## src/rtl/box_pkg.sv

```systemverilog
// Shared definitions for the box plotter: screen geometry, colours,
// FSM state encoding and the box request record.
package box_pkg;

    localparam int SCREEN_W  = 160;
    localparam int SCREEN_H  = 120;
    localparam int BOX_W_DEF = 3;
    localparam int BOX_H_DEF = 3;

    localparam logic [2:0] WHITE = 3'b111;
    localparam logic [2:0] BLACK = 3'b000;

    typedef enum logic {
        IDLE = 1'b0,
        DRAW = 1'b1
    } state_t;

    typedef struct packed {
        logic [7:0] x;
        logic [6:0] y;
        logic [2:0] colour;
    } box_req_t;

    // True when an unclipped pixel coordinate lies on the visible screen.
    function automatic logic on_screen(input logic [8:0] sx, input logic [7:0] sy,
                                       input int xmax, input int ymax);
        return (int'(sx) <= xmax) && (int'(sy) <= ymax);
    endfunction

endpackage

```

## src/rtl/box_plotter_if.sv

```systemverilog
// Box request channel between a box-colouring producer and the plotter.
//
// Handshake: a request is transferred on every rising clock edge where
// req_valid and req_ready are both high. While req_valid is high and
// req_ready is low the producer holds req_x/req_y/req_colour stable and
// keeps req_valid high; req_ready never depends combinationally on
// req_valid.
interface box_req_if;

    logic       req_valid;
    logic       req_ready;
    logic [7:0] req_x;
    logic [6:0] req_y;
    logic [2:0] req_colour;

    modport master (
        output req_valid,
        output req_x,
        output req_y,
        output req_colour,
        input  req_ready
    );

    modport slave (
        input  req_valid,
        input  req_x,
        input  req_y,
        input  req_colour,
        output req_ready
    );

endinterface

```

## src/rtl/box_req_fifo.sv

```systemverilog
// Small synchronous FIFO of box requests. Full and empty come straight
// from the occupancy register, so a pop in the same cycle never opens a
// combinational path back to the push side.
module box_req_fifo
    import box_pkg::*;
#(
    parameter int DEPTH = 4
) (
    input  logic     clk_i,
    input  logic     rst_ni,
    input  logic     push_i,
    input  box_req_t data_i,
    input  logic     pop_i,
    output box_req_t head_o,
    output logic     full_o,
    output logic     empty_o
);

    localparam int AW = $clog2(DEPTH);

    box_req_t        mem_q [DEPTH];
    logic [AW-1:0]   wr_ptr_q;
    logic [AW-1:0]   rd_ptr_q;
    logic [AW:0]     count_q;
    logic            do_push;
    logic            do_pop;

    assign full_o  = (count_q == (AW+1)'(DEPTH));
    assign empty_o = (count_q == '0);
    assign do_push = push_i && !full_o;
    assign do_pop  = pop_i && !empty_o;
    assign head_o  = mem_q[rd_ptr_q];

    // Storage array: written on accepted pushes only, contents need no reset.
    always_ff @(posedge clk_i) begin
        if (do_push) begin
            mem_q[wr_ptr_q] <= data_i;
        end
    end

    // Pointers and occupancy; pointers wrap naturally because DEPTH is a power of two.
    always_ff @(posedge clk_i or negedge rst_ni) begin
        if (!rst_ni) begin
            wr_ptr_q <= '0;
            rd_ptr_q <= '0;
            count_q  <= '0;
        end else begin
            if (do_push) begin
                wr_ptr_q <= wr_ptr_q + AW'(1);
            end
            if (do_pop) begin
                rd_ptr_q <= rd_ptr_q + AW'(1);
            end
            case ({do_push, do_pop})
                2'b10:   count_q <= count_q + (AW+1)'(1);
                2'b01:   count_q <= count_q - (AW+1)'(1);
                default: count_q <= count_q;
            endcase
        end
    end

endmodule

```

## src/rtl/box_plotter.sv

```systemverilog
// Expands queued (x, y, colour) box origins into a BOX_W x BOX_H run of
// single-pixel writes for the VGA adapter, row-major from the top-left.
// All adapter-facing outputs are registered and describe the slot being
// presented in the current cycle.
module box_plotter
    import box_pkg::*;
#(
    parameter int BOX_W      = BOX_W_DEF,
    parameter int BOX_H      = BOX_H_DEF,
    parameter int FIFO_DEPTH = 4,
    parameter int X_MAX      = SCREEN_W - 1,
    parameter int Y_MAX      = SCREEN_H - 1
) (
    input  logic        clk,
    input  logic        resetn,
    box_req_if.slave    req,
    output logic [7:0]  vga_x,
    output logic [6:0]  vga_y,
    output logic [2:0]  vga_colour,
    output logic        plot,
    output logic        busy,
    output logic        box_done,
    output state_t      state_dbg
);

    localparam logic [2:0] CX_LAST = 3'(BOX_W - 1);
    localparam logic [2:0] CY_LAST = 3'(BOX_H - 1);

    state_t     state_q, state_d;
    logic [2:0] cx_q, cx_d;
    logic [2:0] cy_q, cy_d;
    box_req_t   base_q, base_d;

    box_req_t   push_data;
    box_req_t   fifo_head;
    logic       fifo_full;
    logic       fifo_empty;
    logic       fifo_pop;
    logic       last_slot;

    logic [8:0] sum_x;
    logic [7:0] sum_y;

    logic [7:0] vga_x_q, vga_x_d;
    logic [6:0] vga_y_q, vga_y_d;
    logic [2:0] vga_col_q, vga_col_d;
    logic       plot_q, plot_d;
    logic       busy_q, busy_d;
    logic       done_q, done_d;

    assign push_data     = '{x: req.req_x, y: req.req_y, colour: req.req_colour};
    assign req.req_ready = !fifo_full;
    assign last_slot     = (cx_q == CX_LAST) && (cy_q == CY_LAST);

    box_req_fifo #(
        .DEPTH (FIFO_DEPTH)
    ) u_fifo (
        .clk_i   (clk),
        .rst_ni  (resetn),
        .push_i  (req.req_valid),
        .data_i  (push_data),
        .pop_i   (fifo_pop),
        .head_o  (fifo_head),
        .full_o  (fifo_full),
        .empty_o (fifo_empty)
    );

    // FSM state, slot counters and the latched box origin/colour.
    always_ff @(posedge clk or negedge resetn) begin
        if (!resetn) begin
            state_q <= IDLE;
            cx_q    <= '0;
            cy_q    <= '0;
            base_q  <= '0;
        end else begin
            state_q <= state_d;
            cx_q    <= cx_d;
            cy_q    <= cy_d;
            base_q  <= base_d;
        end
    end

    // Next state: pop a box when idle, walk its slots, chain straight into the next box.
    always_comb begin
        state_d  = state_q;
        cx_d     = cx_q;
        cy_d     = cy_q;
        base_d   = base_q;
        fifo_pop = 1'b0;
        case (state_q)
            IDLE: begin
                if (!fifo_empty) begin
                    fifo_pop = 1'b1;
                    base_d   = fifo_head;
                    cx_d     = '0;
                    cy_d     = '0;
                    state_d  = DRAW;
                end
            end
            DRAW: begin
                if (last_slot) begin
                    cx_d = '0;
                    cy_d = '0;
                    if (!fifo_empty) begin
                        fifo_pop = 1'b1;
                        base_d   = fifo_head;
                    end else begin
                        state_d = IDLE;
                    end
                end else if (cx_q == CX_LAST) begin
                    cx_d = '0;
                    cy_d = cy_q + 3'd1;
                end else begin
                    cx_d = cx_q + 3'd1;
                end
            end
            default: begin
                state_d = IDLE;
            end
        endcase
    end

    // Output values for the slot presented next cycle, clipped against the screen.
    always_comb begin
        sum_x     = {1'b0, base_d.x} + {6'b0, cx_d};
        sum_y     = {1'b0, base_d.y} + {5'b0, cy_d};
        vga_x_d   = sum_x[7:0];
        vga_y_d   = sum_y[6:0];
        vga_col_d = base_d.colour;
        plot_d    = (state_d == DRAW) && on_screen(sum_x, sum_y, X_MAX, Y_MAX);
        done_d    = (state_q == DRAW) && last_slot;
        busy_d    = !fifo_empty || (state_q == DRAW);
    end

    // Registered adapter outputs and status flags.
    always_ff @(posedge clk or negedge resetn) begin
        if (!resetn) begin
            vga_x_q   <= '0;
            vga_y_q   <= '0;
            vga_col_q <= '0;
            plot_q    <= 1'b0;
            busy_q    <= 1'b0;
            done_q    <= 1'b0;
        end else begin
            vga_x_q   <= vga_x_d;
            vga_y_q   <= vga_y_d;
            vga_col_q <= vga_col_d;
            plot_q    <= plot_d;
            busy_q    <= busy_d;
            done_q    <= done_d;
        end
    end

    assign vga_x      = vga_x_q;
    assign vga_y      = vga_y_q;
    assign vga_colour = vga_col_q;
    assign plot       = plot_q;
    assign busy       = busy_q;
    assign box_done   = done_q;
    assign state_dbg  = state_q;

endmodule

```

## src/flat_wrapper.sv

```systemverilog
// flat-port wrapper written by rule: the top's interface ports become plain ports
module box_plotter_flat import box_pkg::*;
#(
    parameter int BOX_W      = BOX_W_DEF,
    parameter int BOX_H      = BOX_H_DEF,
    parameter int FIFO_DEPTH = 4,
    parameter int X_MAX      = SCREEN_W - 1,
    parameter int Y_MAX      = SCREEN_H - 1
)
  (clk, resetn, vga_x, vga_y, vga_colour, plot, busy, box_done, state_dbg, req_req_valid, req_req_x, req_req_y, req_req_colour, req_req_ready);
  box_req_if req_i ();
  input  logic clk;
  input  logic resetn;
  output logic [7:0] vga_x;
  output logic [6:0] vga_y;
  output logic [2:0] vga_colour;
  output logic plot;
  output logic busy;
  output logic box_done;
  output state_t state_dbg;
  input wire logic [$bits(req_i.req_valid)-1:0] req_req_valid;
  input wire logic [$bits(req_i.req_x)-1:0] req_req_x;
  input wire logic [$bits(req_i.req_y)-1:0] req_req_y;
  input wire logic [$bits(req_i.req_colour)-1:0] req_req_colour;
  output wire logic [$bits(req_i.req_ready)-1:0] req_req_ready;
  assign req_i.req_valid = req_req_valid;
  assign req_i.req_x = req_req_x;
  assign req_i.req_y = req_req_y;
  assign req_i.req_colour = req_req_colour;
  assign req_req_ready = req_i.req_ready;
  box_plotter #(.BOX_W(BOX_W), .BOX_H(BOX_H), .FIFO_DEPTH(FIFO_DEPTH), .X_MAX(X_MAX), .Y_MAX(Y_MAX)) u_core (.clk(clk), .resetn(resetn), .req(req_i), .vga_x(vga_x), .vga_y(vga_y), .vga_colour(vga_colour), .plot(plot), .busy(busy), .box_done(box_done), .state_dbg(state_dbg));
endmodule
```

## config.mk

```make
export PLATFORM = sky130hd
export DESIGN_NAME = box_plotter_flat
export DESIGN_NICKNAME = d
export VERILOG_FILES = /design/src/rtl/box_pkg.sv /design/src/rtl/box_plotter_if.sv /design/src/rtl/box_req_fifo.sv /design/src/rtl/box_plotter.sv /design/src/flat_wrapper.sv
export SDC_FILE = /design/constraint.sdc
export NUM_CORES = 1
export LEC_CHECK = 0
export ABC_AREA = 1
export CORE_UTILIZATION = 40
export CTS_CLUSTER_SIZE = 40
export DETAILED_ROUTE_END_ITERATION = 6
export GPL_ROUTABILITY_DRIVEN = 0
export PLACE_DENSITY = 0.62
export SKIP_LAST_GASP = 1
export SLEW_MARGIN = 40
export SYNTH_ARGS = -nofsm -noshare
export SYNTH_HDL_FRONTEND = slang
export SYNTH_SLANG_ARGS = --single-unit
export TNS_END_PERCENT = 10
```

## constraint.sdc

```tcl
create_clock -name clk -period 2.8 [get_ports clk]
set_input_delay 0.56 -clock clk [delete_from_list [all_inputs] [get_ports clk]]
set_output_delay 0.56 -clock clk [all_outputs]
set_load 0.01 [all_outputs]
```

# ---- Word level (Yosys, flattened, before mapping)
# Memories as Yosys holds them, arrays and structs flattened.
# Cells that the tools add are included.
dict set report word_totals {
  input_bits 21
  word_cells 62
  ram_bits 72
  out_inout_bits 23
  mem_count 1
  reg_bits 50
}
# name depth word_bits rd rd_ports_with_merged_regs write_ports line_no
set mem_list {}
lappend mem_list {u_core.u_fifo.mem_q 4 18 1 0 1 box_req_fifo.sv:21} ;# box_req_t mem_q [DEPTH];
dict set report op_classes {
  muxes 19
  n_bitwise 1
  n_addsub 8
  n_eq_ne 6
  reduce_logical 11
  n_lt_le_gt_ge 2
}
# cell count
set op_table {}
lappend op_table {{$mux 18} 2}
lappend op_table {{$pmux 18 s2} 1}
lappend op_table {{$mux 3} 6}
lappend op_table {{$pmux 3 s2} 3}
lappend op_table {{$add 3x1->3 const B} 3}
lappend op_table {{$add 8x3->9} 1}
lappend op_table {{$le 9x8->1 const B} 1}
lappend op_table {{$add 7x3->8} 1}
lappend op_table {{$le 8x7->1 const B} 1}
lappend op_table {{$eq 3x2->1 const B} 2}
lappend op_table {{$logic_and 1x1->1} 6}
lappend op_table {{$mux 1} 5}
lappend op_table {{$add 2x1->2 const B} 2}
lappend op_table {{$pmux 1 s2} 2}
lappend op_table {{$eq 3x3->1 const B} 1}
lappend op_table {{$logic_not 3->1} 1}
lappend op_table {{$sub 3x1->3 const B} 1}
lappend op_table {{$eq 2x1->1 const B} 1}
lappend op_table {{$eq 2x2->1 const B} 1}
lappend op_table {{$logic_not 1->1} 2}
lappend op_table {{$ne 2x2->1 const B} 1}
lappend op_table {{$reduce_bool 2->1} 1}
lappend op_table {{$logic_or 1x1->1} 1}
lappend op_table {{$not 1->1} 1}

# ---- Logic depth before layout (Yosys ltp)
dict set report depth {
  word_depth 8
  ltp_mapped 24
  ltp_nobuf 22
}

# ---- Cells and area by module
# From an unflattened synthesis, not the netlist that was laid out.
dict set report hier_totals {
  hier_cells 512
  hier_area_um2 5449.0
}
# mod cells_per_inst seq_area_each_um2 n_inst area_per_inst_um2
set by_module_without_submodules {}
lappend by_module_without_submodules {box_req_fifo 270 2337.2 1 3340.7}
lappend by_module_without_submodules {box_plotter 242 1076.0 1 2108.3}

# ---- Least setup slack after synthesis
# No wires, ideal clock.
dict set report synth_path {
  path_kind {reg2reg}
  start {register u_core.cy_q[0]}
  end {register u_core.plot_q (netlist: u_core.plot)}
  n_path_buf 2
  arrival_time_ns 2.956
  setup_time_ns 0.117
  required_time_ns 2.683
  slack_ns -0.273
  stages_incl_launch_ff 24
  period_less_slack_ns 3.073
  cell_sequence {dfrtp_1 inv_1 ha_1 inv_1 nor2_1 nand3_4 nand2_4 nand2_4 buf_6 clkbuf_1 o21ai_0 ha_1 inv_1 fa_1 o21ai_0 inv_1 nor2_2 nand3_2 nand2_1 nand2_1 inv_2 nand2_1 nand2_1 nor2_1}
}
# item line_no
set synth_lines {}
lappend synth_lines {{start: declaration} box_plotter.sv:31} ;# logic [2:0] cy_q, cy_d;
lappend synth_lines {{start signal: assignment} box_plotter.sv:78} ;# cy_q <= cy_d;
lappend synth_lines {{end signal: assignment} box_plotter.sv:148} ;# plot_q <= plot_d;
lappend synth_lines {{end: declaration} box_plotter.sv:47} ;# logic plot_q, plot_d;

==> flow_metrics.tcl <==
set metrics [dict create \
    outcome "complete, no violations" \
    final_cell_count_no_fill 739 \
    routed_via_density 4.71 \
    antenna_violating_nets_remaining 0 \
    start_kind "register" \
    final_area_sq_um 6920 \
    comb_power_share_pct 40.9 \
    met2_wirelength_um 5360 \
    n_antenna_cell 0 \
    setup.reg_to_reg.worst_slack_ps 180 \
    finalNetCount 591 \
    maximum_number_of_pins_on_one_net_before_global_route_repair 38 \
    wl_um 10600 \
    power_density_nw_per_um2 1220 \
    final_period_minus_worst_setup_slack_ps 2620 \
    syn-cell-area_sq_um 5330 \
    ir_drop_mv 0.572 \
    post-layout-total-power_w 0.00846 \
    final_layout_setup_total_negative_slack_ps 0 \
    pwr-share-clk_pct 26.6 \
    route.top_layer_used "met4" \
    endpoint_kind "register" \
    synth_largest_area_cell "sky130_fd_sc_hd__edfxtp_1" \
    effective_utilization_at_floorplan_pct 41.6 \
    setup-violations-final 0 \
    fillerInstances 1121 \
    core-area_sq_um 12800 \
    cts_sink_cnt 122 \
    clkTransAtPathRegs_ps 60 \
    grt_pass1_wl_um 17100 \
    slew-limit-headroom_pct 68.6 \
    power_report.internal_total_w 0.00547 \
    met1_length_um 4820 \
    synthDistinctLibCells 34 \
    numPlacedInstances 691 \
    area_delta_synth_final_pct 29.8 \
    route.detailed.wl_per_inst_um 14.4 \
    ctsHtreeMaxLevel 4 \
    synthMuxAreaShare_pct 0.563 \
    hpwlAfterDp_um 6720 \
    main_combinational_cell_family_by_area_after_synthesis "simple AND/OR/NAND/NOR gates" \
    report.final.slew_viol_count 0 \
    netSwitchingFraction_pct 35.3 \
    met3WireLength_um 363 \
    area.sequential_sq_um 3410 \
    finClkSkew_ps 6.80 \
    final.hold.worst_slack_ps 70.1 \
    timing.critical_path.arrival_ps 2910 \
    die_outline_area_sq_um 13800 \
    port_buffers 43 \
    synthesis.nets 511 \
    synth-simple-area-share_pct 18.8 \
    layout_cells_sized_above_1_pct 22.6 \
    critPathMaxFanout 7 \
    drt_iter0_markers 179 \
    cap_violations 0 \
    class_of_the_tightest_hold_or_removal_check "in2async" \
    netlist_top_cells_area "sky130_fd_sc_hd__edfxtp_1, sky130_fd_sc_hd__dfrtp_1, sky130_fd_sc_hd__nand2_1, sky130_fd_sc_hd__inv_1, sky130_fd_sc_hd__ha_1" \
    yosysTopAreaCellShare_pct 40.6 \
    power.leakage_nw 2.93 \
    top_level_ports 44 \
    timing.setup.critical_path_class "reg2reg" \
    detailroute.via_count 3481 \
    first_global_vias 3424 \
    clock_latency_ps 410 \
    placed_area_sq_um 6040 \
    seq_power_share_pct 32.5 \
    tritoncts "done" \
    cp.required_ps 3090 \
    post_synth_xor_area_fraction_pct 1.31 \
    cts_bufs_inserted 17 \
    synth_seq_area_share_pct 64.0 \
    report.final.hold_viol_count 0 \
    detail_route.first_pass.iterations 4 \
    pin_slew_with_the_least_headroom_to_its_limit_ps 466 \
    synth_cells 474 \
    post-route-period-util_pct 93.6 \
    clock-root-buffer "sky130_fd_sc_hd__clkbuf_16" \
    synth-compound-area-share_pct 5.14 \
    grt_antenna_before_repair 0 \
    post-route-drc-count 0 \
    max_clock_freq_mhz 382 \
    most_common_cell_after_layout_fill_and_taps_aside "sky130_fd_sc_hd__nand2_1" \
    row_count 41 \
    clk_path_buf_depth 2 \
    cts.hold.buffers_added 0 \
    ys_ff_latch 122 \
    multiInputGateArea_sq_um 1750 \
    synth_area_per_cell_sq_um 11.2 \
    final_cell_mix "sky130_fd_sc_hd__nand2_1, sky130_fd_sc_hd__edfxtp_1, sky130_fd_sc_hd__dfrtp_1, sky130_fd_sc_hd__inv_1, sky130_fd_sc_hd__clkdlybuf4s50_1" \
    synth-warning-count 0 \
    die_width_um 117 \
    floorplan.die.height_um 117 \
    netSwitchingPower_w 0.00299 \
    grt_overflow_total 0 \
    synth-adder-area-share_pct 4.18 \
    grt.total_usage_pct 16.5 \
]
-- repair_timing --
item | CTS | global route
pin swaps | 5 | 20
buffers inserted | 8 | 9
cloned | 0 | 0
hold endpoints to repair | 0 | 0
setup endpoints to repair | 1 | 5
resized for setup | 17 | 29
-- layout make-up --
class                      instances  share of cell area (%)
multi-input combinational        285                    25.2
sequential                       122                    49.3
clock buffer                      22                    7.00
clock inverter                    10                    2.04
inverter                          50                    2.80
timing repair buffer              78                    10.5
tap                              172                    3.11
-- sequential cells by signal, indices dropped and copies added (netlist names) --
| name | flops |
|---|---|
| u_core.vga_y | 7 |
| u_core.base_q | 18 |
| u_core.u_fifo.rd_ptr_q | 2 |
| u_core.u_fifo.wr_ptr_q | 2 |
| u_core.state_dbg | 1 |
| u_core.vga_x | 8 |
| u_core.cy_q | 3 |
| u_core.u_fifo.mem_q | 72 |
| u_core.u_fifo.count_q | 3 |
| u_core.plot | 1 |
| u_core.cx_q | 3 |
| u_core.busy | 1 |
| u_core.box_done | 1 |
-- synthesized netlist by cell type, drive strengths merged --
cell type	n
nand2	142
edfxtp	72
dfrtp	50
inv	49
nor2	33
nand3	25
o21ai	20
buf	15
a21oi	14
ha	13
nand4	10
a32o	5
xor2	5
o22ai	4
fa	3
mux2i	3
xnor2	3
a22oi	2
clkbuf	2
a31oi	1
clkinv	1
nand3b	1
o211ai	1
-- layer usage --
metal / track usage [%] / vias up
li1: - / 1733
met1: 20.5 / 1670
met2: 26.2 / 72
met3: 5.54 / 6
met4: 6.82 / 0
met5: 0 / -
-- through the flow --
stage | setup WS (ps) | utilization (%)
after floorplan | 3.21 | -
after global placement | 57.2 | 47.1
after detailed placement | -55.8 | 47.1
after CTS | 0.453 | 52.7
after global routing | -16.3 | 54.0
final | 181 | 54.0
-- path summary, 6_finish.rpt --
path / endpoint / cells past startpoint / startpoint
min: u_core.u_fifo.wr_ptr_q[1]$_DFFE_PN0P_ / 1 / resetn
max: u_core.plot$_DFF_PN0_ / 22 / u_core.cy_q[1]$_DFF_PN0_
max in group asynchronous: u_core.u_fifo.rd_ptr_q[1]$_DFFE_PN0P_ / 2 / resetn
min reg2reg: u_core.base_q[11]$_DFF_PN0_ / 2 / u_core.base_q[11]$_DFF_PN0_
max reg2reg: u_core.plot$_DFF_PN0_ / 22 / u_core.cy_q[1]$_DFF_PN0_
min in group clk: u_core.base_q[11]$_DFF_PN0_ / 2 / u_core.base_q[11]$_DFF_PN0_
-- power by group through the flow --
stage / combinational [W] / clock, W / sequential [W]
floorplan: 0.00196 / 0 / 0.00277
global placement: 0.00289 / 0 / 0.00276
detailed placement: 0.00295 / 0 / 0.00278
CTS: 0.00313 / 0.00230 / 0.00275
global route: 0.00385 / 0.00239 / 0.00281
finish: 0.00346 / 0.00225 / 0.00275
-- worst max-delay path, stage by stage, from the launching register on --
cell and delay (ps):
sky130_fd_sc_hd__dfrtp_1 410, sky130_fd_sc_hd__ha_4 180, sky130_fd_sc_hd__inv_1 60, sky130_fd_sc_hd__nor2_2 40, sky130_fd_sc_hd__nand3_4 90, sky130_fd_sc_hd__nand2_4 60, sky130_fd_sc_hd__nand2_4 150, sky130_fd_sc_hd__buf_8 140
sky130_fd_sc_hd__nand2_4 50, sky130_fd_sc_hd__o21ai_4 70, sky130_fd_sc_hd__ha_4 170, sky130_fd_sc_hd__inv_2 40, sky130_fd_sc_hd__fa_2 350, sky130_fd_sc_hd__o21ai_2 160, sky130_fd_sc_hd__inv_2 60, sky130_fd_sc_hd__nor2_4 100
sky130_fd_sc_hd__nand3_2 60, sky130_fd_sc_hd__nand2_1 60, sky130_fd_sc_hd__nand2_1 60, sky130_fd_sc_hd__inv_2 50, sky130_fd_sc_hd__nand2_1 50, sky130_fd_sc_hd__nand2_1 50, sky130_fd_sc_hd__nor2_1 40
-- cells by family (layout without fill, tap and decap cells) --
group	after synthesis	after routing
AOI/OAI and AO/OA	47	47
and+or+nand+nor	211	211
DFF	122	122
buffers and inverters	67	160
muxes	3	3
adders and majority gates	16	16
xor gates and xnor gates	8	8
Power figures use the tool's default switching activity.
